==> src/rtl/rom_arb_pkg.sv <==
// rom_arb_pkg: shared definitions for the PRG/CHR ROM arbiter.
//   - state_t      : arbiter FSM state encoding (IDLE / BUSY / DONE)
//   - CH_PRG/CH_CHR: channel identifiers used for grant and last-served tracking
//   - DEF_*        : default address width, CHR byte offset and watchdog limit
//   - rr_pick      : round-robin choice for a tie given the last-served channel
package rom_arb_pkg;

  typedef enum logic [1:0] {
    ST_IDLE = 2'd0,
    ST_BUSY = 2'd1,
    ST_DONE = 2'd2
  } state_t;

  localparam logic CH_PRG = 1'b0;
  localparam logic CH_CHR = 1'b1;

  localparam int unsigned DEF_AW       = 21;
  localparam logic [21:0] DEF_CHR_BASE = 22'h200000;
  localparam int unsigned DEF_TIMEOUT  = 255;

  // On a tie the channel that was not served last wins.
  function automatic logic rr_pick(input logic last_ch);
    return ~last_ch;
  endfunction

endpackage

==> src/rtl/rom_arb_wdog.sv <==
// rom_arb_wdog: loadable watchdog counter for one outstanding memory access.
// Ports:
//   clk       in  system clock
//   resetn    in  asynchronous active-low reset
//   i_load    in  start of an access; counter is set to 1 (first outstanding cycle)
//   i_en      in  access still outstanding; counter advances one step per cycle
//   o_expired out counter has reached TIMEOUT outstanding cycles
module rom_arb_wdog #(
  parameter int unsigned TIMEOUT = 255
) (
  input  logic clk,
  input  logic resetn,
  input  logic i_load,
  input  logic i_en,
  output logic o_expired
);

  localparam int unsigned   CW    = $clog2(TIMEOUT + 1);
  localparam logic [CW-1:0] LIMIT = CW'(TIMEOUT);
  localparam logic [CW-1:0] ONE   = CW'(1'b1);

  logic [CW-1:0] r_count;

  // Outstanding-cycle counter; saturates at LIMIT so it can never wrap.
  always_ff @(posedge clk or negedge resetn) begin
    if (!resetn) begin
      r_count <= '0;
    end else if (i_load) begin
      r_count <= ONE;
    end else if (i_en && (r_count < LIMIT)) begin
      r_count <= r_count + ONE;
    end else begin
      r_count <= r_count;
    end
  end

  assign o_expired = (r_count >= LIMIT);

endmodule

==> src/rtl/rom_arb.sv <==
// rom_arb: serialises the mapper's PRG and CHR ROM read ports onto a single
// external 8-bit ROM port (req/ack handshake), round-robin on ties, with a
// watchdog that forces completion (data 8'hFF, sticky timeout) on a hung memory.
// Ports:
//   clk, resetn                    clock, asynchronous active-low reset
//   promaddr/promreq -> promack/promdata   PRG channel (level req, 1-cycle ack)
//   cromaddr/cromreq -> cromack/cromdata   CHR channel (level req, 1-cycle ack)
//   memaddr/memreq   <- memack/memrdata    external ROM port
//   timeout                        sticky watchdog-expiry flag
// Optional build macro ROM_CACHE_EN: one-entry per-channel address tag; a
// repeated read of the last completed address is answered without memory.
module rom_arb
  import rom_arb_pkg::*;
#(
  parameter int unsigned AW       = DEF_AW,
  parameter logic [AW:0] CHR_BASE = (AW+1)'(DEF_CHR_BASE),
  parameter int unsigned TIMEOUT  = DEF_TIMEOUT
) (
  input  logic          clk,
  input  logic          resetn,
  input  logic [AW-1:0] promaddr,
  input  logic          promreq,
  output logic          promack,
  output logic [7:0]    promdata,
  input  logic [AW-1:0] cromaddr,
  input  logic          cromreq,
  output logic          cromack,
  output logic [7:0]    cromdata,
  output logic [AW:0]   memaddr,
  output logic          memreq,
  input  logic          memack,
  input  logic [7:0]    memrdata,
  output logic          timeout
);

  state_t      r_state;
  logic        r_ch;
  logic        r_last;
  logic [AW:0] r_memaddr;
  logic        r_memreq;
  logic        r_promack;
  logic        r_cromack;
  logic [7:0]  r_promdata;
  logic [7:0]  r_cromdata;
  logic        r_timeout;

  state_t      w_state_nxt;
  logic        w_ch_nxt;
  logic        w_last_nxt;
  logic [AW:0] w_memaddr_nxt;
  logic        w_memreq_nxt;
  logic        w_promack_nxt;
  logic        w_cromack_nxt;
  logic [7:0]  w_promdata_nxt;
  logic [7:0]  w_cromdata_nxt;
  logic        w_timeout_nxt;
  logic [7:0]  w_rdata;

  logic        w_gnt_vld;
  logic        w_gnt_ch;
  logic [AW:0] w_gnt_addr;
  logic        w_hit;
  logic        w_wd_load;
  logic        w_wd_en;
  logic        w_expired;

  rom_arb_wdog #(.TIMEOUT(TIMEOUT)) u_wdog (
    .clk       (clk),
    .resetn    (resetn),
    .i_load    (w_wd_load),
    .i_en      (w_wd_en),
    .o_expired (w_expired)
  );

  // Channel selection for the current IDLE sample.
  always_comb begin
    w_gnt_vld = promreq | cromreq;
    if (promreq && cromreq) begin
      w_gnt_ch = rr_pick(r_last);
    end else if (cromreq) begin
      w_gnt_ch = CH_CHR;
    end else begin
      w_gnt_ch = CH_PRG;
    end
  end

  // CHR ROM sits at CHR_BASE in the external space; no wrap check on the add.
  assign w_gnt_addr = (w_gnt_ch == CH_CHR) ? ({1'b0, cromaddr} + CHR_BASE)
                                           : {1'b0, promaddr};

`ifdef ROM_CACHE_EN
  logic [AW:0] r_tag_addr [2];
  logic [1:0]  r_tag_vld;

  assign w_hit = r_tag_vld[w_gnt_ch] && (r_tag_addr[w_gnt_ch] == w_gnt_addr);

  // Per-channel tag: filled on a real memory completion, dropped on that channel's timeout.
  always_ff @(posedge clk or negedge resetn) begin
    if (!resetn) begin
      r_tag_addr[0] <= '0;
      r_tag_addr[1] <= '0;
      r_tag_vld     <= 2'b00;
    end else if ((r_state == ST_BUSY) && memack) begin
      r_tag_addr[r_ch] <= r_memaddr;
      r_tag_vld[r_ch]  <= 1'b1;
    end else if ((r_state == ST_BUSY) && w_expired) begin
      r_tag_vld[r_ch] <= 1'b0;
    end else begin
      r_tag_vld <= r_tag_vld;
    end
  end
`else
  assign w_hit = 1'b0;
`endif

  // Next-state and next-output decode for the arbiter FSM.
  always_comb begin
    w_state_nxt    = r_state;
    w_ch_nxt       = r_ch;
    w_last_nxt     = r_last;
    w_memaddr_nxt  = r_memaddr;
    w_memreq_nxt   = r_memreq;
    w_promack_nxt  = 1'b0;
    w_cromack_nxt  = 1'b0;
    w_promdata_nxt = r_promdata;
    w_cromdata_nxt = r_cromdata;
    w_timeout_nxt  = r_timeout;
    w_rdata        = 8'hFF;
    w_wd_load      = 1'b0;
    w_wd_en        = 1'b0;
    case (r_state)
      ST_IDLE: begin
        if (w_gnt_vld && w_hit) begin
          // Tag hit: answer from the held data register, memory untouched.
          w_ch_nxt    = w_gnt_ch;
          w_last_nxt  = w_gnt_ch;
          w_state_nxt = ST_DONE;
          if (w_gnt_ch == CH_CHR) begin
            w_cromack_nxt = 1'b1;
          end else begin
            w_promack_nxt = 1'b1;
          end
        end else if (w_gnt_vld) begin
          w_ch_nxt      = w_gnt_ch;
          w_memaddr_nxt = w_gnt_addr;
          w_memreq_nxt  = 1'b1;
          w_wd_load     = 1'b1;
          w_state_nxt   = ST_BUSY;
        end else begin
          w_state_nxt = ST_IDLE;
        end
      end
      ST_BUSY: begin
        w_wd_en = 1'b1;
        if (memack || w_expired) begin
          // A memack in the expiry cycle is a normal completion.
          w_rdata       = memack ? memrdata : 8'hFF;
          w_memreq_nxt  = 1'b0;
          w_last_nxt    = r_ch;
          w_state_nxt   = ST_DONE;
          if (!memack) begin
            w_timeout_nxt = 1'b1;
          end else begin
            w_timeout_nxt = r_timeout;
          end
          if (r_ch == CH_CHR) begin
            w_cromack_nxt  = 1'b1;
            w_cromdata_nxt = w_rdata;
          end else begin
            w_promack_nxt  = 1'b1;
            w_promdata_nxt = w_rdata;
          end
        end else begin
          w_state_nxt = ST_BUSY;
        end
      end
      ST_DONE: begin
        // Turnaround: requesters drop req here, so requests are not sampled.
        w_state_nxt = ST_IDLE;
      end
      default: begin
        w_state_nxt  = ST_IDLE;
        w_memreq_nxt = 1'b0;
      end
    endcase
  end

  // State and registered outputs; last-served resets to CHR so PRG wins the first tie.
  always_ff @(posedge clk or negedge resetn) begin
    if (!resetn) begin
      r_state    <= ST_IDLE;
      r_ch       <= CH_PRG;
      r_last     <= CH_CHR;
      r_memaddr  <= '0;
      r_memreq   <= 1'b0;
      r_promack  <= 1'b0;
      r_cromack  <= 1'b0;
      r_promdata <= 8'h00;
      r_cromdata <= 8'h00;
      r_timeout  <= 1'b0;
    end else begin
      r_state    <= w_state_nxt;
      r_ch       <= w_ch_nxt;
      r_last     <= w_last_nxt;
      r_memaddr  <= w_memaddr_nxt;
      r_memreq   <= w_memreq_nxt;
      r_promack  <= w_promack_nxt;
      r_cromack  <= w_cromack_nxt;
      r_promdata <= w_promdata_nxt;
      r_cromdata <= w_cromdata_nxt;
      r_timeout  <= w_timeout_nxt;
    end
  end

  assign promack  = r_promack;
  assign cromack  = r_cromack;
  assign promdata = r_promdata;
  assign cromdata = r_cromdata;
  assign memaddr  = r_memaddr;
  assign memreq   = r_memreq;
  assign timeout  = r_timeout;

endmodule

==> config.mk <==
export PLATFORM = sky130hd
export DESIGN_NAME = rom_arb
export DESIGN_NICKNAME = d
export VERILOG_FILES = /design/src/rtl/rom_arb_pkg.sv /design/src/rtl/rom_arb_wdog.sv /design/src/rtl/rom_arb.sv
export SDC_FILE = /design/constraint.sdc
export NUM_CORES = 1
export LEC_CHECK = 0
export ABC_AREA = 1
export BUFFER_PORTS_ARGS = -buffer_cell sky130_fd_sc_hd__clkbuf_2
export CORE_ASPECT_RATIO = 1.2
export CORE_MARGIN = 4
export CORE_UTILIZATION = 45
export CTS_CLUSTER_DIAMETER = 50
export DETAILED_ROUTE_END_ITERATION = 6
export PLACE_DENSITY = 0.76
export SYNTH_ARGS = -nofsm -noshare
export SYNTH_HDL_FRONTEND = slang
export SYNTH_SLANG_ARGS = --single-unit
==> constraint.sdc <==
create_clock -name clk -period 1.7 [get_ports clk]
set_input_delay 0.17 -clock clk [delete_from_list [all_inputs] [get_ports clk]]
set_output_delay 0.17 -clock clk [all_outputs]
set_load 0.01 [all_outputs]
==> run_results.csv <==
group,metric,value,unit
place,gp_congestion,0.874,
die,dieWidth,76.8,um
clock_tree,clk_pin_slew_worst_paths,100,ps
setup_path,crit_fanout,19,
power,vdd_drop_max,878,uV
sta,tns,0,ps
logic_synthesis,synth_area_per_cell,8.51,um^2
sta,period_minus_slack,1510,ps
logic_synthesis,synthCells,300,
place,dp.cells,451,
setup_path,crit_path_cell_trace,"ha_2 > inv_1 > nor2_4 > nand2_4 > nand2_8 > nand3_4 > nand2_1 > nand2_1",
setup_path,cp-end-kind,"register",
clock_tree,cts_buffers,5,
cells_and_area,final_cells,460,
flow_run,drv_cap,0,
worst_hold_path,min_from,"cromaddr[9]",
setup_path,path_class,"reg -> reg",
drt,drc,0,
die,die_h,90.5,um
die,num_rows,29,
setup_path,r2r_setup_slack,190,ps
power,p_sw_frac,0.424,
cells_and_area,diodes,0,
sta,slew_violations,0,
sta,skew,7.78,ps
global_route,grt_max_degree,29,
setup_path,worst_ep_arrival_time,1720,ps
clock_tree,clock_sinks,53,
logic_synthesis,ys.warnings.count,0,
drt,route.vias.total,2378,
die,start_util,0.472,
place,numPortBuffers,96,
place,placed_cell_area,3080,um^2
power,clock_power_share,0.139,
clock_tree,cts_tree,"done",
global_route,grt_pass1_vias,2209,
drt,via_per_inst,5.17,
clock_tree,cts_setup_buffers,0,
power,p_leak,1.71,nW
cells_and_area,drive_gt1_frac,0.337,
clock_tree,clkLatencyLatePin,310,ps
drt,dr.first_iter.drc_count,84,
logic_synthesis,synth-seq-cells,53,
sta,worst_slew_pin_slew,571,ps
setup_path,worstSetupStartpoint,"u_wdog.r_count[0]",
drt,routedWlPerCell,13.3,um
sta,post-route-period-util,0.890,
clock_tree,root_buffer,"clkbuf_8",
logic_synthesis,netlist_area,2550,um^2
sta,max_slew_margin,0.619,
setup_path,critPathSlowestCell,"dfrtp_1",
cells_and_area,layout_commonest_cell,"clkbuf_2",
cells_and_area,nets,453,
clock_tree,cts_buffer_depth,2,
global_route,overflow,0,
worst_hold_path,hp-class,"in -> reg",
die,core-area,5410,um^2
power,p_per_area,1620,nW/um^2
power,seqPwrFrac,0.424,
setup_path,worstSetupStartpointType,"register",
cells_and_area,area_growth,24.4,%
global_route,grt_use_total,0.177,
drt,ant_nets,0,
sta,final-hold-violation-count,0,
power,p_switching,2.18,mW
die,dieArea,6950,um^2
die,io_pins,97,
cells_and_area,fin_area,3180,um^2
logic_synthesis,synth_cell_types,27,
drt,dr.pass1.iters,4,
sta,max_freq,661,MHz
cells_and_area,most-common-layout-cells,"96 x clkbuf_2, 91 x nand2_1, 52 x dfrtp_1",
setup_path,cpMostUsedCell,"nand2_1",
power,p_int,2.96,mW
clock_tree,cts.htree.levels,2,
setup_path,critPathRequiredTime,1910,ps
logic_synthesis,syn-num-nets,356,
setup_path,timing.rr.start,"u_wdog.r_count[0]",
power,combPwrFrac,0.437,
logic_synthesis,synth_seq_area_share,0.520,
drt,routed_wl,6120,um
place,place_hpwl,4590,um
global_route,grt_first_pass_wirelength,10100,um
sta,rsz0062_at_grt,"no",
global_route,antenna_found_initial,0,
setup_path,slowest_delay,440,ps
sta,finalSetupViolCount,0,
run_status,status,"finished clean",
-- power by group through the flow --
stage,Combinational (mW),Clock [mW],Sequential [mW]
after CTS,2.28,0.733,2.18
final,2.25,0.716,2.18
after global placement,2.20,0,2.19
after detailed placement,2.28,0,2.19
after global routing,2.51,0.786,2.26
after floorplan,1.23,0,2.37
-- Yosys cell counts, drive strengths merged --
cell,n,area share
inv,15,0.022
clkinv,1,0.0015
xor2,3,0.010
buf,8,0.026
nor2,33,0.060
o21bai,1,0.0029
dfstp,1,0.010
clkbuf,6,0.013
dfrtp,52,0.51
o21ai,43,0.084
nand4,19,0.047
nand3,10,0.029
or2,8,0.020
nand2,97,0.16
a21oi,2,0.0039
ha,1,0.0049
-- worst max-delay path, delay by kind of cell, from the launching register on --
kind                     cells  cell delay (ps)
buffers and inverters        1               80
AND/OR/NAND/NOR              6              640
adder cells (fa/ha/maj)      1              250
flip-flops                   1              440
-- cell type report --
type	instances	area, um^2
Timing Repair Buffer	104	556
Multi-Input combinational cell	217	1070
Sequential cell	53	1330
Clock inverter	2	13.8
Clock buffer	6	72.6
Tap cell	62	77.6
Fill cell	467	2230
Inverter	16	60.1
-- cells by family (layout without fill, tap and decap cells) --
group | count (synthesis) | count (layout) | synth area share
buffers and inverters | 30 | 128 | 0.0622
flip-flops | 53 | 53 | 0.520
AO/OA/AOI/OAI | 46 | 46 | 0.0911
adder cells (fa/ha/maj) | 1 | 1 | 0.00490
XOR/XNOR | 3 | 3 | 0.0103
AND/OR/NAND/NOR | 167 | 167 | 0.312
-- routing by layer --
metal  GRT usage  wire length [um]  up-vias
met4      0.0650               136        0
met3      0.0469               454       17
met2       0.297              2950       97
met5           0                 0        -
met1       0.218              2580     1097
li1            -                 -     1167
-- flip-flops by register name, indices dropped and copies added, names as in the netlist --
signal          cells
promdata            8
cromdata            8
promack             1
memaddr            21
timeout             1
r_last              1
r_ch                1
cromack             1
r_state             2
memreq              1
u_wdog.r_count      8
-- path summary, 6_finish.rpt --
check | end | cells after the start
max reg2reg | cromdata[2] | 8
min in group asynchronous | cromack | 2
max in group asynchronous | u_wdog.r_count[1] | 3
max | cromdata[2] | 8
min | memaddr[9] | 3
min reg2reg | memreq | 1
-- timing repair --
action                                  in CTS  in global routing
hold endpoints to repair                    20                  0
hold buffers                                 1                  0
endpoints found under the setup margin       0                  5
gates resized for setup                      0                  1
-- per-stage QoR --
stage | hold WS [ps] | utilization | setup WS (ps) | power [mW]
floorplan | -126 | - | 329 | 3.60
global placement | 170 | 0.569 | 231 | 4.39
detailed placement | 173 | 0.569 | 160 | 4.47
CTS | 103 | 0.587 | 136 | 5.19
global route | 118 | 0.588 | 39.1 | 5.56
finish | 110 | 0.588 | 187 | 5.15
Power figures use the tool's default switching activity.
